--- config.mk ---
export PLATFORM = sky130hd
export DESIGN_NAME = histogram_sched
export DESIGN_NICKNAME = d
export VERILOG_FILES = /design/src/rtl/histogram_sched.sv
export SDC_FILE = /design/constraint.sdc
export NUM_CORES = 1
export LEC_CHECK = 0
export BUFFER_PORTS_ARGS = -buffer_cell sky130_fd_sc_hd__clkbuf_2
export CELL_PAD_IN_SITES_DETAIL_PLACEMENT = 0
export CELL_PAD_IN_SITES_GLOBAL_PLACEMENT = 1
export CORE_UTILIZATION = 37
export DETAILED_ROUTE_END_ITERATION = 7
export PLACE_DENSITY = 0.8
export SYNTH_ARGS = -nofsm -noshare
export SYNTH_HDL_FRONTEND = slang
export SYNTH_SLANG_ARGS = --single-unit
export TNS_END_PERCENT = 100
--- constraint.sdc ---
create_clock -name clk -period 2.1 [get_ports clk]
set_clock_uncertainty 0.1 [all_clocks]
set_input_delay 0.105 -clock clk [delete_from_list [all_inputs] [get_ports clk]]
set_output_delay 0.105 -clock clk [all_outputs]
set_load 0.005 [all_outputs]
--- src/rtl/histogram_sched.sv ---
// histogram_sched -- 256-bin histogram of an 8-bit image held in an external RAM.
// Flow: IDLE -> CLEAR (zero all bins) -> ACCUM (stream pixels) -> DRAIN -> DONE.
// The pixel pipeline has three stages: S0 issues the image address, S1 takes the
// returned pixel and reads its bin, S2 writes bin+1 back.
// Build option: define HIST_FWD_EN to forward the in-flight bin value when two
// back-to-back pixels hit the same bin; without it the pipeline stalls one cycle.
module histogram_sched #(
  parameter int N_PIXELS = 4096,
  parameter int BIN_W    = 32
) (
  input  logic             clk,
  input  logic             rst,
  input  logic             start,
  output logic             busy,
  output logic             valid,
  output logic [11:0]      arg_0_raddr_0,
  input  logic [7:0]       arg_0_rdata_0,
  output logic [7:0]       arg_1_raddr_0,
  input  logic [BIN_W-1:0] arg_1_rdata_0,
  output logic [7:0]       arg_1_waddr_0,
  output logic [BIN_W-1:0] arg_1_wdata_0,
  output logic             arg_1_wen_0,
  output logic [15:0]      stall_cnt
);

  typedef enum logic [2:0] {
    ST_IDLE  = 3'd0,
    ST_CLEAR = 3'd1,
    ST_ACCUM = 3'd2,
    ST_DRAIN = 3'd3,
    ST_DONE  = 3'd4
  } state_t;

  localparam logic [11:0]      LAST_IDX = 12'(N_PIXELS - 1);
  localparam logic [BIN_W-1:0] BIN_ONE  = {{(BIN_W-1){1'b0}}, 1'b1};

  state_t           state_r, state_s;
  logic             busy_r, busy_s;
  logic             valid_r, valid_s;
  logic [7:0]       clr_r;
  logic [11:0]      idx_r;
  logic             s1_v_r, s1_hold_r;
  logic [7:0]       p1_r;
  logic             s2_v_r;
  logic [7:0]       p2_r;
  logic [7:0]       raddr1_r, waddr_r;
  logic [BIN_W-1:0] wdata_r;
  logic [15:0]      stall_cnt_r;

  logic [7:0]       s1_px_s;
  logic             hazard_s, stall_s, issue_s, enter_clear_s;
  logic             s1_v_s, s2_v_s;
  logic [BIN_W-1:0] bin_s;
  logic             wen_s;
  logic [7:0]       waddr_s;
  logic [BIN_W-1:0] wdata_s;

  // Pipeline control: S1 pixel source, same-bin hazard, S0 issue and stage-valid next values
  always_comb begin
    s1_px_s = arg_0_rdata_0;
    if (s1_hold_r) begin
      s1_px_s = p1_r;
    end else begin
      s1_px_s = arg_0_rdata_0;
    end
    // S1's bin read is sampled in the same cycle S2 writes: same bin means stale data
    hazard_s = s1_v_r && s2_v_r && (s1_px_s == p2_r);
`ifdef HIST_FWD_EN
    stall_s = 1'b0;
`else
    stall_s = hazard_s;
`endif
    issue_s       = (state_r == ST_ACCUM) && !stall_s;
    enter_clear_s = ((state_r == ST_IDLE) || (state_r == ST_DONE)) && start;
    if (issue_s) begin
      s1_v_s = 1'b1;
    end else if (stall_s) begin
      s1_v_s = s1_v_r;
    end else begin
      s1_v_s = 1'b0;
    end
    s2_v_s = s1_v_r && !stall_s;
  end

`ifdef HIST_FWD_EN
  logic fwd_r;

  // Remember that the pixel now entering S2 collided with the write just made
  always_ff @(posedge clk or negedge rst) begin
    if (!rst) begin
      fwd_r <= 1'b0;
    end else begin
      fwd_r <= hazard_s;
    end
  end

  // Bin value for S2: forwarded older write on a collision, else the RAM data
  always_comb begin
    bin_s = arg_1_rdata_0;
    if (fwd_r) begin
      bin_s = wdata_r;
    end else begin
      bin_s = arg_1_rdata_0;
    end
  end
`else
  // Bin value for S2 always comes from the RAM (collisions are stalled away)
  always_comb begin
    bin_s = arg_1_rdata_0;
  end
`endif

  // Bin write port: clearing sweep, S2 increment, or idle with the last values held
  always_comb begin
    wen_s   = 1'b0;
    waddr_s = waddr_r;
    wdata_s = wdata_r;
    if (state_r == ST_CLEAR) begin
      wen_s   = 1'b1;
      waddr_s = clr_r;
      wdata_s = {BIN_W{1'b0}};
    end else if (s2_v_r) begin
      wen_s   = 1'b1;
      waddr_s = p2_r;
      wdata_s = bin_s + BIN_ONE;
    end else begin
      wen_s   = 1'b0;
      waddr_s = waddr_r;
      wdata_s = wdata_r;
    end
  end

  // Next-state and registered status flags
  always_comb begin
    state_s = state_r;
    case (state_r)
      ST_IDLE: begin
        if (start) state_s = ST_CLEAR;
        else       state_s = ST_IDLE;
      end
      ST_CLEAR: begin
        if (clr_r == 8'hFF) state_s = ST_ACCUM;
        else                state_s = ST_CLEAR;
      end
      ST_ACCUM: begin
        if (issue_s && (idx_r == LAST_IDX)) state_s = ST_DRAIN;
        else                                state_s = ST_ACCUM;
      end
      ST_DRAIN: begin
        if (!s1_v_s && !s2_v_s) state_s = ST_DONE;
        else                    state_s = ST_DRAIN;
      end
      ST_DONE: begin
        if (start) state_s = ST_CLEAR;
        else       state_s = ST_DONE;
      end
      default: state_s = ST_IDLE;
    endcase
    busy_s  = (state_s == ST_CLEAR) || (state_s == ST_ACCUM) || (state_s == ST_DRAIN);
    valid_s = (state_s == ST_DONE);
  end

  // State register with registered busy/valid
  always_ff @(posedge clk or negedge rst) begin
    if (!rst) begin
      state_r <= ST_IDLE;
      busy_r  <= 1'b0;
      valid_r <= 1'b0;
    end else begin
      state_r <= state_s;
      busy_r  <= busy_s;
      valid_r <= valid_s;
    end
  end

  // Counters, pipeline stage registers and output hold registers
  always_ff @(posedge clk or negedge rst) begin
    if (!rst) begin
      clr_r       <= 8'd0;
      idx_r       <= 12'd0;
      s1_v_r      <= 1'b0;
      s1_hold_r   <= 1'b0;
      p1_r        <= 8'd0;
      s2_v_r      <= 1'b0;
      p2_r        <= 8'd0;
      raddr1_r    <= 8'd0;
      waddr_r     <= 8'd0;
      wdata_r     <= {BIN_W{1'b0}};
      stall_cnt_r <= 16'd0;
    end else begin
      if (enter_clear_s) clr_r <= 8'd0;
      else if (state_r == ST_CLEAR) clr_r <= clr_r + 8'd1;
      // Image address starts at 0 with ACCUM and otherwise holds its last value
      if ((state_r == ST_CLEAR) && (clr_r == 8'hFF)) idx_r <= 12'd0;
      else if (issue_s && (idx_r != LAST_IDX)) idx_r <= idx_r + 12'd1;
      s1_v_r    <= s1_v_s;
      // On a stall the pixel must be kept: the image RAM has moved on
      s1_hold_r <= stall_s;
      if (stall_s) p1_r <= s1_px_s;
      s2_v_r <= s2_v_s;
      if (s2_v_s) p2_r <= s1_px_s;
      if (s1_v_r) raddr1_r <= s1_px_s;
      if (wen_s) begin
        waddr_r <= waddr_s;
        wdata_r <= wdata_s;
      end
      if (enter_clear_s) stall_cnt_r <= 16'd0;
      else if (stall_s && (stall_cnt_r != 16'hFFFF)) stall_cnt_r <= stall_cnt_r + 16'd1;
    end
  end

  assign busy          = busy_r;
  assign valid         = valid_r;
  assign arg_0_raddr_0 = idx_r;
  // The bin read must reach the RAM in the cycle the pixel arrives
  assign arg_1_raddr_0 = s1_v_r ? s1_px_s : raddr1_r;
  assign arg_1_wen_0   = wen_s;
  assign arg_1_waddr_0 = waddr_s;
  assign arg_1_wdata_0 = wdata_s;
  assign stall_cnt     = stall_cnt_r;

endmodule

==> out/results.txt <==
critical path class -> flop to flop
period utilization -> 116%
post-route cell area -> 7650 sq um
num rows -> 44
Area Overhead vs Synth -> 35.9%
Switching Power -> 2.01 mW
initial antenna violation count -> 0
Chip Width -> 125 um
Vias/cell -> 5.40
yosys warns -> 0
crit end category -> flop
syn avg cell area -> 9.44 sq um
I/O Pins -> 122
Worst EP arrival -> 2620 ps
post-route ant nets -> 0
fill cell count -> 1355
worst-margin pin slew -> 524 ps
n_diodes -> 0
placed cell count -> 896
Layout Nets -> 807
Power Density -> 805 nW/um^2
Vert. Die Dim -> 125 um
Comb power frac -> 30.3%
final WL -> 15200 um
first-pass GRT wire length -> 24400 um
Worst IR Drop VDD -> 0.546 mV
htree depth -> 3
Tot GR Track Use -> 19.3%
worst rel slew slack -> 65.1%
max_cap viols -> 0
most common cell after layout, fill and taps aside -> clkbuf_2
Root Buffer -> clkbuf_16
Clk pwr share -> 28.5%
number of flops mapped to enable cells by yosys -> 0
Total Power -> 6.16 mW
# port buffers -> 121
post-synth top area share -> 48.0%
Primary FF master, synth -> dfrtp_1
Setup crit start kind -> flop
footprint of the multi-input gates -> 2980 sq um
Initial Utilization -> 38.3%
Net Sw Frac -> 32.6%
share of layout cells above drive strength 1 -> 31.8%
syn nets -> 643
clock tree from TritonCTS -> yes
max frequency -> 411 MHz
GPL Wtd Cong -> 0.881
Mapped Cells -> 596
Register Area -> 2710 sq um
DIE AREA -> 15700 sq um
sequential area share after synthesis -> 48.0%
buffer levels on the longest clock path -> 2
biggest area consumer among synthesized cells -> dfrtp_1
CTS Buf Count -> 9
iteration count of the initial detailed-routing pass -> 7
Final WS setup -> -332 ps
clock sink total -> 108
core area -> 14700 sq um
WL per Instance -> 16.0 um
synth unique cells -> 40
Remaining Overflow, GRT -> 0
clock latency on the worst-skew pair -> 360 ps
largest cells by area after synthesis -> dfrtp_1 (48%), a21oi_1 (6.8%), o21ai_0 (4.5%)
Post-DP Area -> 6650 sq um
Post-synth ARST share -> 100%
status -> finished, violations left
largest net degree at the start of global routing -> 102
Mapped Area -> 5630 sq um
min cycle time layout -> 2430 ps
vias in the first global route -> 5079
Hold Crit Class -> primary input to flop
DRC Markers -> 8
commonest non-fill, non-tap cells in the layout -> clkbuf_2 (113), dfrtp_1 (106), a21oi_1 (70)
Int Pwr -> 4.15 mW
clock transition at the registers of the reported paths -> 70 ps
initial DRC count -> 328
final hold violation count -> 0
Post-Layout Cell Count -> 949
Lkg Pwr -> 3.43 nW
Critical Path Fanout Max -> 6
DR vias -> 5122
Synth Register Bits -> 108
placed wire-length estimate -> 10200 um
# setup viols final -> 40
critical path required time -> 2290 ps
Slew Limit Fails -> 0
part of the power in registers -> 41.2%
violated checks -> DRC, setup timing
dpl ws -> -295 ps
RSZ-0062 raised after global routing -> yes
==> logic make-up after synthesis <==
group	after synthesis	share of synthesized area, %
and+or+nand+nor	193	18.0
AOI/OAI and AO/OA	173	17.5
DFF	108	48.0
buffers and inverters	45	3.36
xor gates and xnor gates	43	6.69
muxes	30	5.56
adders and majority gates	4	0.889
==> state kept, by name (all words and copies together) (netlist names) <==
register / cells
wdata_r: 32
stall_cnt: 16
arg_0_raddr_0: 12
clr_r: 8
p1_r: 8
p2_r: 8
raddr1_r: 8
waddr_r: 8
state_r: 3
busy: 1
s1_hold_r: 1
s1_v_r: 1
s2_v_r: 1
valid: 1
==> through the flow <==
step	hold slack [ps]	utilization [%]	setup TNS (ps)
finish	15.1	52.1	-9900
global route	27.6	52.1	-14850
CTS	0.229	49.4	-5150
detailed placement	21.6	45.3	-5370
global placement	23.7	45.3	-4630
floorplan	-291	-	-139
==> Yosys cell counts, drive strengths merged, types with 3 or more instances <==
master / instances
xor2: 27
o21ai: 51
buf: 6
clkbuf: 33
nand2b: 4
or4: 9
inv: 6
and3: 16
a211oi: 14
or3: 12
nor3: 11
mux2: 7
nor2b: 4
mux2i: 23
a21oi: 76
o21a: 15
nand3: 21
o31ai: 10
nor2: 29
xnor2: 16
ha: 4
and2: 4
nor4: 3
nand4: 26
dfrtp: 108
nand2: 47
==> routing by layer <==
| metal | vias up | global-route usage (%) | part of all wire, % |
|---|---|---|---|
| li1 | 2496 | - | - |
| met1 | 2471 | 24.2 | 44 |
| met4 | 0 | 5.09 | 1.1 |
| met2 | 142 | 32.2 | 49 |
| met5 | - | 0 | 0 |
| met3 | 13 | 6.08 | 5.9 |
==> worst max-delay path, cell delays in order (launching register included) <==
cell and delay, ps:
dfrtp_1 390, buf_12 150, buf_8 140, mux2i_4 190
xnor2_1 130, nor3_2 250, nand3_2 170, buf_6 170
clkbuf_16 140, or4_1 390, a21oi_1 140
==> timing repair <==
item	CTS	global route
hold buffers	22	0
setup endpoints to repair	51	70
cloned	1	5
pin swaps	3	12
hold endpoints to repair	55	0
gates resized for setup	9	66
setup buffers	2	7
==> power by group through the flow <==
stage | registers, mW | logic [mW] | clock network [mW]
6_report | 2.54 | 1.87 | 1.75
5_1_grt | 2.57 | 2.07 | 1.89
4_1_cts | 2.52 | 1.64 | 1.82
3_5_place_dp | 2.56 | 1.50 | 0
3_3_place_gp | 2.55 | 1.46 | 0
2_1_floorplan | 2.51 | 0.865 | 0
==> area by class of cell <==
| cell class | instances | area share [%] |
|---|---|---|
| Clock inverter | 4 | 0.621 |
| Clock buffer | 12 | 3.35 |
| Tap cell | 184 | 3.01 |
| Multi-Input combinational cell | 443 | 38.9 |
| Inverter | 6 | 0.294 |
| Sequential cell | 108 | 35.4 |
| Timing Repair Buffer | 192 | 18.4 |
==> final timing paths <==
path                       slack (ps)                  start                        end  depth (start not counted)
max in group asynchronous         990                    rst    wdata_r[13]$_DFFE_PN0P_                          3
setup reg to reg                 -330    s1_hold_r$_DFF_PN0_  stall_cnt[12]$_DFFE_PN0P_                         10
hold / removal                     20      arg_1_rdata_0[20]    wdata_r[20]$_DFFE_PN0P_                          3
min in group asynchronous         150                    rst  stall_cnt[15]$_DFFE_PN0P_                          2
setup / recovery                 -330    s1_hold_r$_DFF_PN0_  stall_cnt[12]$_DFFE_PN0P_                         10
hold reg to reg                   380  raddr1_r[6]$_DFF_PN0_      raddr1_r[6]$_DFF_PN0_                          1
(Power assumes the default switching activity.)
